==> src/rtl/rf_read_stage.sv <==
// rtl/rf_read_stage.sv - operand-fetch stage with EX/MEM/WB forwarding and load-use stall
//
// Purpose:
//   Sits between decode and execute, directly upstream of the register file
//   read ports. It drives the read addresses and resolves each source operand
//   from the youngest in-flight producer. It stalls while that producer's value
//   is not yet available, and captures the result into a single-entry
//   valid/ready pipeline register that feeds execute.
//
// Ports:
//   clk, rst_n              clock (rising edge), asynchronous active-low reset
//   flush                   drop the held and the incoming instruction
//   in_valid / in_ready     decode handshake
//   in_raddr1/2, in_waddr   source and destination register indices
//   in_wen, in_ctrl         destination write enable, opaque control bundle
//   rf_raddr1/2             register file read addresses (combinational)
//   rf_rdata1/2             register file read data (combinational)
//   ex_*, mem_*, wb_*       forwarding sources: valid+write, index, data, ready
//   out_valid / out_ready   execute handshake
//   out_rdata1/2            resolved operands
//   out_waddr, out_wen      registered destination and write enable
//   out_ctrl                registered control bundle

module rf_read_stage #(
  parameter int DATA_WIDTH = 32,
  parameter int ADDR_WIDTH = 5,
  parameter int CTRL_WIDTH = 32
) (
  input  logic                  clk,
  input  logic                  rst_n,
  input  logic                  flush,

  input  logic                  in_valid,
  output logic                  in_ready,
  input  logic [ADDR_WIDTH-1:0] in_raddr1,
  input  logic [ADDR_WIDTH-1:0] in_raddr2,
  input  logic [ADDR_WIDTH-1:0] in_waddr,
  input  logic                  in_wen,
  input  logic [CTRL_WIDTH-1:0] in_ctrl,

  output logic [ADDR_WIDTH-1:0] rf_raddr1,
  output logic [ADDR_WIDTH-1:0] rf_raddr2,
  input  logic [DATA_WIDTH-1:0] rf_rdata1,
  input  logic [DATA_WIDTH-1:0] rf_rdata2,

  input  logic                  ex_wen,
  input  logic [ADDR_WIDTH-1:0] ex_waddr,
  input  logic                  ex_data_ok,
  input  logic [DATA_WIDTH-1:0] ex_wdata,

  input  logic                  mem_wen,
  input  logic [ADDR_WIDTH-1:0] mem_waddr,
  input  logic                  mem_data_ok,
  input  logic [DATA_WIDTH-1:0] mem_wdata,

  input  logic                  wb_wen,
  input  logic [ADDR_WIDTH-1:0] wb_waddr,
  input  logic [DATA_WIDTH-1:0] wb_wdata,

  output logic                  out_valid,
  input  logic                  out_ready,
  output logic [DATA_WIDTH-1:0] out_rdata1,
  output logic [DATA_WIDTH-1:0] out_rdata2,
  output logic [ADDR_WIDTH-1:0] out_waddr,
  output logic                  out_wen,
  output logic [CTRL_WIDTH-1:0] out_ctrl
);

  // A stage only forwards to a source when it actually writes that register.
  // r0 never matches: it reads as zero regardless of what any stage claims.
  function automatic logic src_hit(input logic                  s_wen,
                                   input logic [ADDR_WIDTH-1:0] s_waddr,
                                   input logic [ADDR_WIDTH-1:0] raddr);
    return s_wen && (s_waddr == raddr) && (raddr != '0);
  endfunction

  logic                  ex_hit1, mem_hit1, wb_hit1;
  logic                  ex_hit2, mem_hit2, wb_hit2;
  logic [DATA_WIDTH-1:0] opnd1, opnd2;
  logic                  hazard1, hazard2, hazard;
  logic                  accept;

  assign rf_raddr1 = in_raddr1;
  assign rf_raddr2 = in_raddr2;

  assign ex_hit1  = src_hit(ex_wen,  ex_waddr,  in_raddr1);
  assign mem_hit1 = src_hit(mem_wen, mem_waddr, in_raddr1);
  assign wb_hit1  = src_hit(wb_wen,  wb_waddr,  in_raddr1);
  assign ex_hit2  = src_hit(ex_wen,  ex_waddr,  in_raddr2);
  assign mem_hit2 = src_hit(mem_wen, mem_waddr, in_raddr2);
  assign wb_hit2  = src_hit(wb_wen,  wb_waddr,  in_raddr2);

  // Youngest producer wins. WB must still be forwarded because the register
  // file commits at the same edge, so its read port returns the old value.
  always_comb begin
    opnd1 = rf_rdata1;
    if (in_raddr1 == '0)   opnd1 = '0;
    else if (ex_hit1)      opnd1 = ex_wdata;
    else if (mem_hit1)     opnd1 = mem_wdata;
    else if (wb_hit1)      opnd1 = wb_wdata;
  end

  always_comb begin
    opnd2 = rf_rdata2;
    if (in_raddr2 == '0)   opnd2 = '0;
    else if (ex_hit2)      opnd2 = ex_wdata;
    else if (mem_hit2)     opnd2 = mem_wdata;
    else if (wb_hit2)      opnd2 = wb_wdata;
  end

  // A not-yet-ready EX producer shadows any MEM copy of the same register:
  // the MEM value is older and would be wrong even if it is available.
  assign hazard1 = (ex_hit1 && !ex_data_ok) || (!ex_hit1 && mem_hit1 && !mem_data_ok);
  assign hazard2 = (ex_hit2 && !ex_data_ok) || (!ex_hit2 && mem_hit2 && !mem_data_ok);
  assign hazard  = hazard1 || hazard2;

  assign in_ready = !flush && !hazard && (!out_valid || out_ready);
  assign accept   = in_valid && in_ready;

  // Single-entry output register. Payload only changes on accept, so it is
  // naturally stable while execute applies backpressure.
  always_ff @(posedge clk or negedge rst_n) begin
    if (!rst_n) begin
      out_valid  <= 1'b0;
      out_rdata1 <= '0;
      out_rdata2 <= '0;
      out_waddr  <= '0;
      out_wen    <= 1'b0;
      out_ctrl   <= '0;
    end else if (flush) begin
      out_valid <= 1'b0;
    end else if (accept) begin
      out_valid  <= 1'b1;
      out_rdata1 <= opnd1;
      out_rdata2 <= opnd2;
      out_waddr  <= in_waddr;
      out_wen    <= in_wen;
      out_ctrl   <= in_ctrl;
    end else if (out_ready) begin
      out_valid <= 1'b0;
    end
  end

endmodule

==> config.mk <==
export PLATFORM = sky130hd
export DESIGN_NAME = rf_read_stage
export DESIGN_NICKNAME = d
export VERILOG_FILES = /design/src/rtl/rf_read_stage.sv
export SDC_FILE = /design/constraint.sdc
export NUM_CORES = 1
export LEC_CHECK = 0
export CORE_AREA = 2 2 133 135
export CTS_CLUSTER_SIZE = 14
export DETAILED_ROUTE_END_ITERATION = 12
export DIE_AREA = 0 0 135 137
export GPL_TIMING_DRIVEN = 0
export PLACE_DENSITY = 0.78
export SETUP_SLACK_MARGIN = 0.3
export SYNTH_ARGS = -nofsm -noshare
export SYNTH_HDL_FRONTEND = slang
export SYNTH_SLANG_ARGS = --single-unit
==> constraint.sdc <==
create_clock -name clk -period 3.68 [get_ports clk]
set_input_delay 0.736 -clock clk [delete_from_list [all_inputs] [get_ports clk]]
set_output_delay 0.736 -clock clk [all_outputs]
set_load 0.05 [all_outputs]
# After elaboration in Yosys (flattened, before gate mapping)
# Cells that the tools add are included.
# totals
latch_bits,0
reg_bits,103
ram_bits,0
output_inout_bits,114
n_memories,0
rom_bits,0
# op_classes
div_mod_pow,0
shift,0
n_bitwise,1
n_addsub,0
n_reduce_logical,38
order_cmp,0
n_mux,11
n_eq_ne,6
n_mul,0
# ops
operator,n
2-to-1 mux 32 bit,8
equality test 5 bit,6
logical AND 1 bit,21
zero test 5 bit,2
nonzero test 5 bit,2
zero test 1 bit,7
logical OR 1 bit,4
2-to-1 mux 1 bit,3
nonzero test 3 bit,1
AND reduction 2 bit,1
NOT 1 bit,1

# Depth between registers and ports, before layout
# Gate-level depths: netlist of run 1.
# depth
depth_word,14
mapped_depth,10
depth_no_buf,6

# Least setup slack after synthesis of run 1
# OpenSTA, ideal clock, no wires.
# synth_timing
kind,input -> output
startpoint,input port in_raddr1[0]
endpoint,output port in_ready
arrival_time_ps,4224
t_required_ps,2944
setup_slack_ps,-1280
cell_stages,5
path_cell_list,or4_4 > nor2_4 > or3_4 > o22ai_2 > a2111oi_0
# synth_via
elab_chain_len,11
# synth_lines
item,line_no,text
"start, declared",35,"input logic [ADDR_WIDTH-1:0] in_raddr1,"
equality test 5 bit,74,return s_wen && (s_waddr == raddr) && (raddr != '0);
logical AND 1 bit (2 in a row),74,
zero test 1 bit,113,assign hazard1 = (ex_hit1 && !ex_data_ok) || (!ex_hit1 && mem_hit1 && !mem_data_ok);
logical AND 1 bit (2 in a row),113,
logical OR 1 bit *,113,
logical OR 1 bit *,115,assign hazard = hazard1 || hazard2;
zero test 1 bit *,117,assign in_ready = !flush && !hazard && (!out_valid || out_ready);
logical AND 1 bit * (2 in a row),117,
"end, declared",34,"output logic in_ready,"
# Every way passes the cells marked *; elsewhere a longest branch is shown, timed or not.

# Final worst setup path of run 1
# layout_timing
startpoint,input port in_raddr2[4]
endpoint,output port in_ready
# layout_via
elab_chain_len,11
# layout_lines
item,line_no,text
"start, declared",36,"input logic [ADDR_WIDTH-1:0] in_raddr2,"
equality test 5 bit,74,
logical AND 1 bit (2 in a row),74,
zero test 1 bit,114,assign hazard2 = (ex_hit2 && !ex_data_ok) || (!ex_hit2 && mem_hit2 && !mem_data_ok);
logical AND 1 bit (2 in a row),114,
logical OR 1 bit *,114,
logical OR 1 bit *,115,
zero test 1 bit *,117,
logical AND 1 bit * (2 in a row),117,
# Marked as above.

==> results of run 1 <==
[power groups by stage]
stage / registers [mW] / logic [mW] / clock network (mW)
after global routing: 1.49 / 2.24 / 1.03
after global placement: 1.48 / 2.13 / 0
after CTS: 1.47 / 2.15 / 0.976
final: 1.47 / 2.15 / 0.961
after detailed placement: 1.49 / 2.14 / 0
after floorplan: 2.24 / 0.458 / 0
[final cells by class]
| type | instances | share of cell area [%] |
|---|---|---|
| timing repair buffer | 353 | 33.1 |
| multi-input combinational | 461 | 32.4 |
| sequential | 103 | 24.3 |
| buffer | 78 | 3.53 |
| tap | 225 | 2.65 |
| clock buffer | 11 | 2.38 |
| inverter | 35 | 1.24 |
| clock inverter | 5 | 0.366 |
[synthesized netlist by cell type (2+ instances only)]
| cell | n | area [um2] |
|---|---|---|
| a2bb2oi_1 | 32 | 280 |
| nand4_1 | 3 | 18.8 |
| nand2_1 | 39 | 146 |
| a22o_1 | 32 | 280 |
| or3_1 | 2 | 12.5 |
| clkbuf_1 | 53 | 199 |
| a31oi_1 | 32 | 200 |
| mux2_4 | 2 | 30.0 |
| a211oi_1 | 35 | 263 |
| nor4_1 | 2 | 12.5 |
| buf_2 | 9 | 45.0 |
| xnor2_1 | 17 | 149 |
| o21ai_0 | 97 | 485 |
| and4_1 | 2 | 17.5 |
| mux2_2 | 36 | 405 |
| o2bb2ai_1 | 32 | 280 |
| and2_1 | 4 | 25.0 |
| a221oi_1 | 30 | 263 |
| buf_4 | 14 | 105 |
| nor3_1 | 5 | 25.0 |
| nor2_1 | 2 | 7.51 |
| dfrtp_1 | 103 | 2580 |
| inv_1 | 35 | 131 |
| xor2_1 | 11 | 96.3 |
| and3_1 | 31 | 194 |
[what timing repair did]
| action | 4_1_cts | 5_1_grt |
|---|---|---|
| resized for setup | 30 | 14 |
| setup endpoints to repair | 104 | 18 |
| buffers inserted | 3 | 3 |
| cloned | 0 | 0 |
| pin swaps | 5 | 9 |
[registers in the layout (all words and copies together) (netlist names)]
register / count
out_rdata2: 32
out_valid: 1
out_waddr: 5
out_rdata1: 32
out_ctrl: 32
out_wen: 1
[per-stage QoR]
stage	total power [mW]	hold WS, ps	instance area, um2	instances
after detailed placement	3.63	473	10200	1249
after global routing	4.76	402	10600	1271
after CTS	4.60	392	10600	1268
after global placement	3.61	471	10200	1248
after floorplan	2.70	440	6430	677
final	4.58	373	10600	1271
[how the worst max path moves through the flow]
| stage | from | to | slack [ps] | cells after the start |
|---|---|---|---|---|
| 3_3_place_gp | rst_n | out_rdata2[1]$_DFFE_PN0P_ | -2090 | 1 |
| 6_report | in_raddr2[4] | in_ready | 310 | 9 |
| 5_1_grt | ex_waddr[2] | in_ready | 250 | 9 |
| 3_5_place_dp | in_raddr2[4] | in_ready | -1160 | 8 |
| 2_1_floorplan | in_raddr1[0] | in_ready | 430 | 5 |
| 4_1_cts | ex_waddr[2] | in_ready | 240 | 7 |
[critical path: stages]
cell and delay (ps):
dlygate4sd2_1 340, xor2_1 210, nor4_2 250, buf_4 160, and2_1 130, clkbuf_8 130, o22ai_4 90, a2111oi_4 360
buf_6 210
[layer usage]
| layer | global-route usage, % | wire [um] |
|---|---|---|
| met1 | 36.8 | 11100 |
| met2 | 50.5 | 13500 |
| met3 | 7.30 | 2710 |
| met4 | 10.4 | 810 |
| met5 | 0 | 0 |
[cell families (layout without fill, tap and decap cells)]
| group | count (synthesis) | in the layout |
|---|---|---|
| XOR/XNOR | 28 | 28 |
| AND/OR/NAND/NOR | 97 | 97 |
| buffers and inverters | 113 | 482 |
| multiplexers | 38 | 38 |
| AO/OA/AOI/OAI | 298 | 298 |
| flip-flops | 103 | 103 |
==> run summary, run 1 <==
Later-pin clock latency in the skew report: 360 ps
I/O Buffers: 346
Setup WS pre-CTS: -1160 ps
Sequential cell area: 2580 um2
Pwr dens: 432 nW/um2
Initial core utilization: 37.6%
Status: finished, final reports clean
Initial drt markers: 542
Vias in the first global route: 7287
Worst R2R End: out_rdata2[31]$_DFFE_PN0P_
# Max-Cap Violations: 0
Slew of the pin with the lowest slew margin: 828 ps
P_int: 2.71 mW
Core box area: 17100 um2
Worst vdd ir: 0.268 mV
CP Data Arrival Time: 2640 ps
1st-pass router iterations: 8
# fillers: 1490
Ys flop type: dfrtp_1
FFs w/ async S/R, synth: 100%
Ant diodes: 0
Antenna violations before repair: 0
Routability Congestion: 0.933
Cell Rows: 48
Share of layout cells above drive strength 1: 10.5%
Die area: 18500 um2
XOR/XNOR Fraction of Synth Area: 3.82%
Leakage power: 4.33 nW
Core Util, Final: 62.2%
Crit path required time: 2940 ps
Number of warnings issued by yosys: 0
TritonCTS clock tree: built
First-pass GRT wire length: 41400 um
Cells on worst reg2reg path: 8
Commonest non-fill, non-tap cell in the layout: clkdlybuf4s50_1
Hold_buf cts: 0
Slew Limit Fails: 0
Number of flops mapped to enable cells by yosys: 0
# DRC: 0
Internal reg-to-reg setup slack: 1620 ps
Relative slew slack: 44.4%
Post-DRT Antenna Nets: 0
Mux share of post-synthesis cell area: 6.79%
CP Max Fanout: 5
TritonCTS Buffers: 9
Net Sw Frac: 40.8%
Count of cell types in the netlist: 42
Synthesized area per cell: 9.48 um2
RSZ-0062 raised after global routing: true
I/O Pins: 347
Setup ws final: 308 ps
Syn nets: 910
Synth Area in Compound Gates: 33.4%
Hold Vio Cnt, Final: 0
Pin count of the biggest net entering global routing: 63
Final setup fails: 0
Setup crit end kind: primary output
Setup CP Type: input port to primary output
Final wirelength: 28200 um
Clock network power share: 21.0%
DIE WIDTH: 135 um
Critical path startpoint category: input port
Synth Area in Simple Gates: 8.06%
Area growth syn-to-layout: 65.3%
Adder-Cell Fraction of Synth Area: 0%
Yosys reg bits: 103
Final Skew: 8.51 ps
Combinational family with the most area after synthesis: compound AO/OA/AOI/OAI gates
Post-Syn Area: 6410 um2
Comb pwr share: 47.0%
Minimum clock period: 3370 ps
Via count: 7275
CTS root buffer: clkbuf_16
P_sw: 1.87 mW
Final HPWL DP: 21800 um
Reg-to-Reg Start: out_valid$_DFFE_PN0P_
Setup TNS Final: 0 ps
Reg power frac: 32.1%
GRT Total Usage: 29.7%
Share of the yosys chip area belonging to registers: 40.2%
Min-delay worst type: input port to asynchronous set/reset pin
Commonest non-fill, non-tap cells in the layout: 331 x clkdlybuf4s50_1, 103 x dfrtp_1, 97 x o21ai_0
Sink Count: 103
F_max: 297 MHz
Drt via density: 5.72
Clock-pin slew on the worst setup and hold paths: 80 ps
Die height: 137 um
Synth Instances: 677
Routed wire per std cell: 22.2 um
Total gr overflow: 0
Multi-input logic area: 3440 um2
Final worst path period share: 91.6%
CTS H-tree lvls: 3
Clock tree buffer depth: 2
Fin nets: 1274
Power figures use the tool's default switching activity.
==> run 2: changes to the inputs <==
- PLACE_DENSITY: 0.78 -> 0.81
==> run summary, run 2 (synthesis results as in run 1) <==
TritonCTS clock tree: built
Setup CP Type: input port to primary output
CP Data Arrival Time: 2550 ps
Cell Rows: 48
Crit path required time: 2940 ps
CP Max Fanout: 6
Routed wire per std cell: 22.5 um
RSZ-0062 raised after global routing: false
Sequential cell area: 2580 um2
Die height: 137 um
Minimum clock period: 3280 ps
Final wirelength: 28700 um
GRT Total Usage: 30.0%
F_max: 304 MHz
1st-pass router iterations: 5
Sink Count: 103
Worst vdd ir: 0.285 mV
# Max-Cap Violations: 0
Area growth syn-to-layout: 65.4%
Later-pin clock latency in the skew report: 360 ps
Ant diodes: 0
Setup crit end kind: primary output
Initial drt markers: 525
Final HPWL DP: 22100 um
CP max stage delay: 400 ps
# fillers: 1504
Leakage power: 4.35 nW
I/O Buffers: 346
Top Registers: out_ctrl (32), out_rdata1 (32), out_rdata2 (32)
Cell Chain, Critical Path: dlygate4sd2_1 > xnor2_1 > nand4_1 > nor3_4 > o22ai_4 > a2111oi_4 > buf_6
First-pass GRT wire length: 42100 um
I/O Pins: 347
# DRC: 0
Drt via density: 5.77
Antenna violations before repair: 0
Pin count of the biggest net entering global routing: 57
Slowest-stage cell, CP: dlygate4sd2_1
DIE WIDTH: 135 um
Slew of the pin with the lowest slew margin: 1020 ps
Min-delay worst type: input port to asynchronous set/reset pin
Initial core utilization: 37.6%
Die area: 18500 um2
Core box area: 17100 um2
Relative slew slack: 31.6%
Final worst path period share: 89.3%
Setup TNS Final: 0 ps
Hold_buf cts: 0
Crit path max-delay family: buffers and inverters
Routability Congestion: 0.904
Share of layout cells above drive strength 1: 11.2%
Final Skew: 16.1 ps
Final setup fails: 0
CTS H-tree lvls: 3
Clock tree buffer depth: 2
Commonest non-fill, non-tap cell in the layout: clkdlybuf4s50_1
TritonCTS Buffers: 9
Vias in the first global route: 7252
Fin nets: 1277
Worst path buffer plus inverter count: 2
Clock-pin slew on the worst setup and hold paths: 70 ps
Status: finished, final reports clean
Total gr overflow: 0
Commonest non-fill, non-tap cells in the layout: 329 x clkdlybuf4s50_1, 103 x dfrtp_1, 97 x o21ai_0
Slew Limit Fails: 0
Critical path startpoint category: input port
Fin cells: 1274
Via count: 7350
Placed Instances: 1249
CTS root buffer: clkbuf_16
Hold Vio Cnt, Final: 0
Multi-input logic area: 3440 um2
Post-DRT Antenna Nets: 0
Pwr dens: 431 nW/um2
run 2: stage by stage:
stage	instance area [um2]	util [%]	hold WS (ps)	setup WS (ps)	power, mW
floorplan	6430	-	440	434	2.70
global placement	10200	59.7	471	-2100	3.61
detailed placement	10200	59.8	473	-1100	3.64
CTS	10600	62.1	428	280	4.59
global route	10600	62.2	446	293	4.74
finish	10600	62.2	411	395	4.57
run 2: path summary, 6_finish.rpt:
| check | start | to | slack [ps] | cells past startpoint |
|---|---|---|---|---|
| max | in_raddr1[1] | in_ready | 400 | 7 |
| min reg2reg | out_rdata2[12]$_DFFE_PN0P_ | out_rdata2[12]$_DFFE_PN0P_ | 490 | 1 |
| max in group asynchronous | rst_n | out_waddr[3]$_DFFE_PN0P_ | 2560 | 2 |
| max reg2reg | out_valid$_DFFE_PN0P_ | out_rdata2[28]$_DFFE_PN0P_ | 1690 | 8 |
| min in group clk | out_rdata2[12]$_DFFE_PN0P_ | out_rdata2[12]$_DFFE_PN0P_ | 490 | 1 |
| min | rst_n | out_ctrl[23]$_DFFE_PN0P_ | 410 | 1 |
run 2: routing by layer:
layer	up-vias	part of all wire [%]	routed length [um]	track usage, %
met4	0	2.6	752	10.5
met2	492	49	14000	52.5
met3	54	9.1	2620	6.89
li1	3305	-	-	-
met5	-	0	0	0
met1	3499	39	11300	36.3
run 2: timing repair:
item	4_1_cts	5_1_grt
pin swaps	7	9
buffers inserted	5	4
endpoints found under the setup margin	104	1
gates resized for setup	32	22
run 2: layout make-up:
class,instances,share of cell area [%]
inverter,35,1.24
sequential,103,24.3
buffer,78,3.53
timing repair buffer,356,33.3
multi-input combinational,461,32.4
clock inverter,7,0.507
clock buffer,9,2.12
tap,225,2.65
run 2: where the power goes:
group	internal, mW	total (mW)	switching (mW)	leakage, nW
logic	0.863	2.16	1.29	2.96
registers	1.35	1.47	0.124	1.26
clock network	0.467	0.943	0.476	0.134
total	2.68	4.57	1.89	4.35
==> run 3: changes to the inputs <==
- ABC_CLOCK_PERIOD_IN_PS: default -> 3680
==> results of run 3 <==
The final DEF is identical to that of run 2; final timing and power are the same.
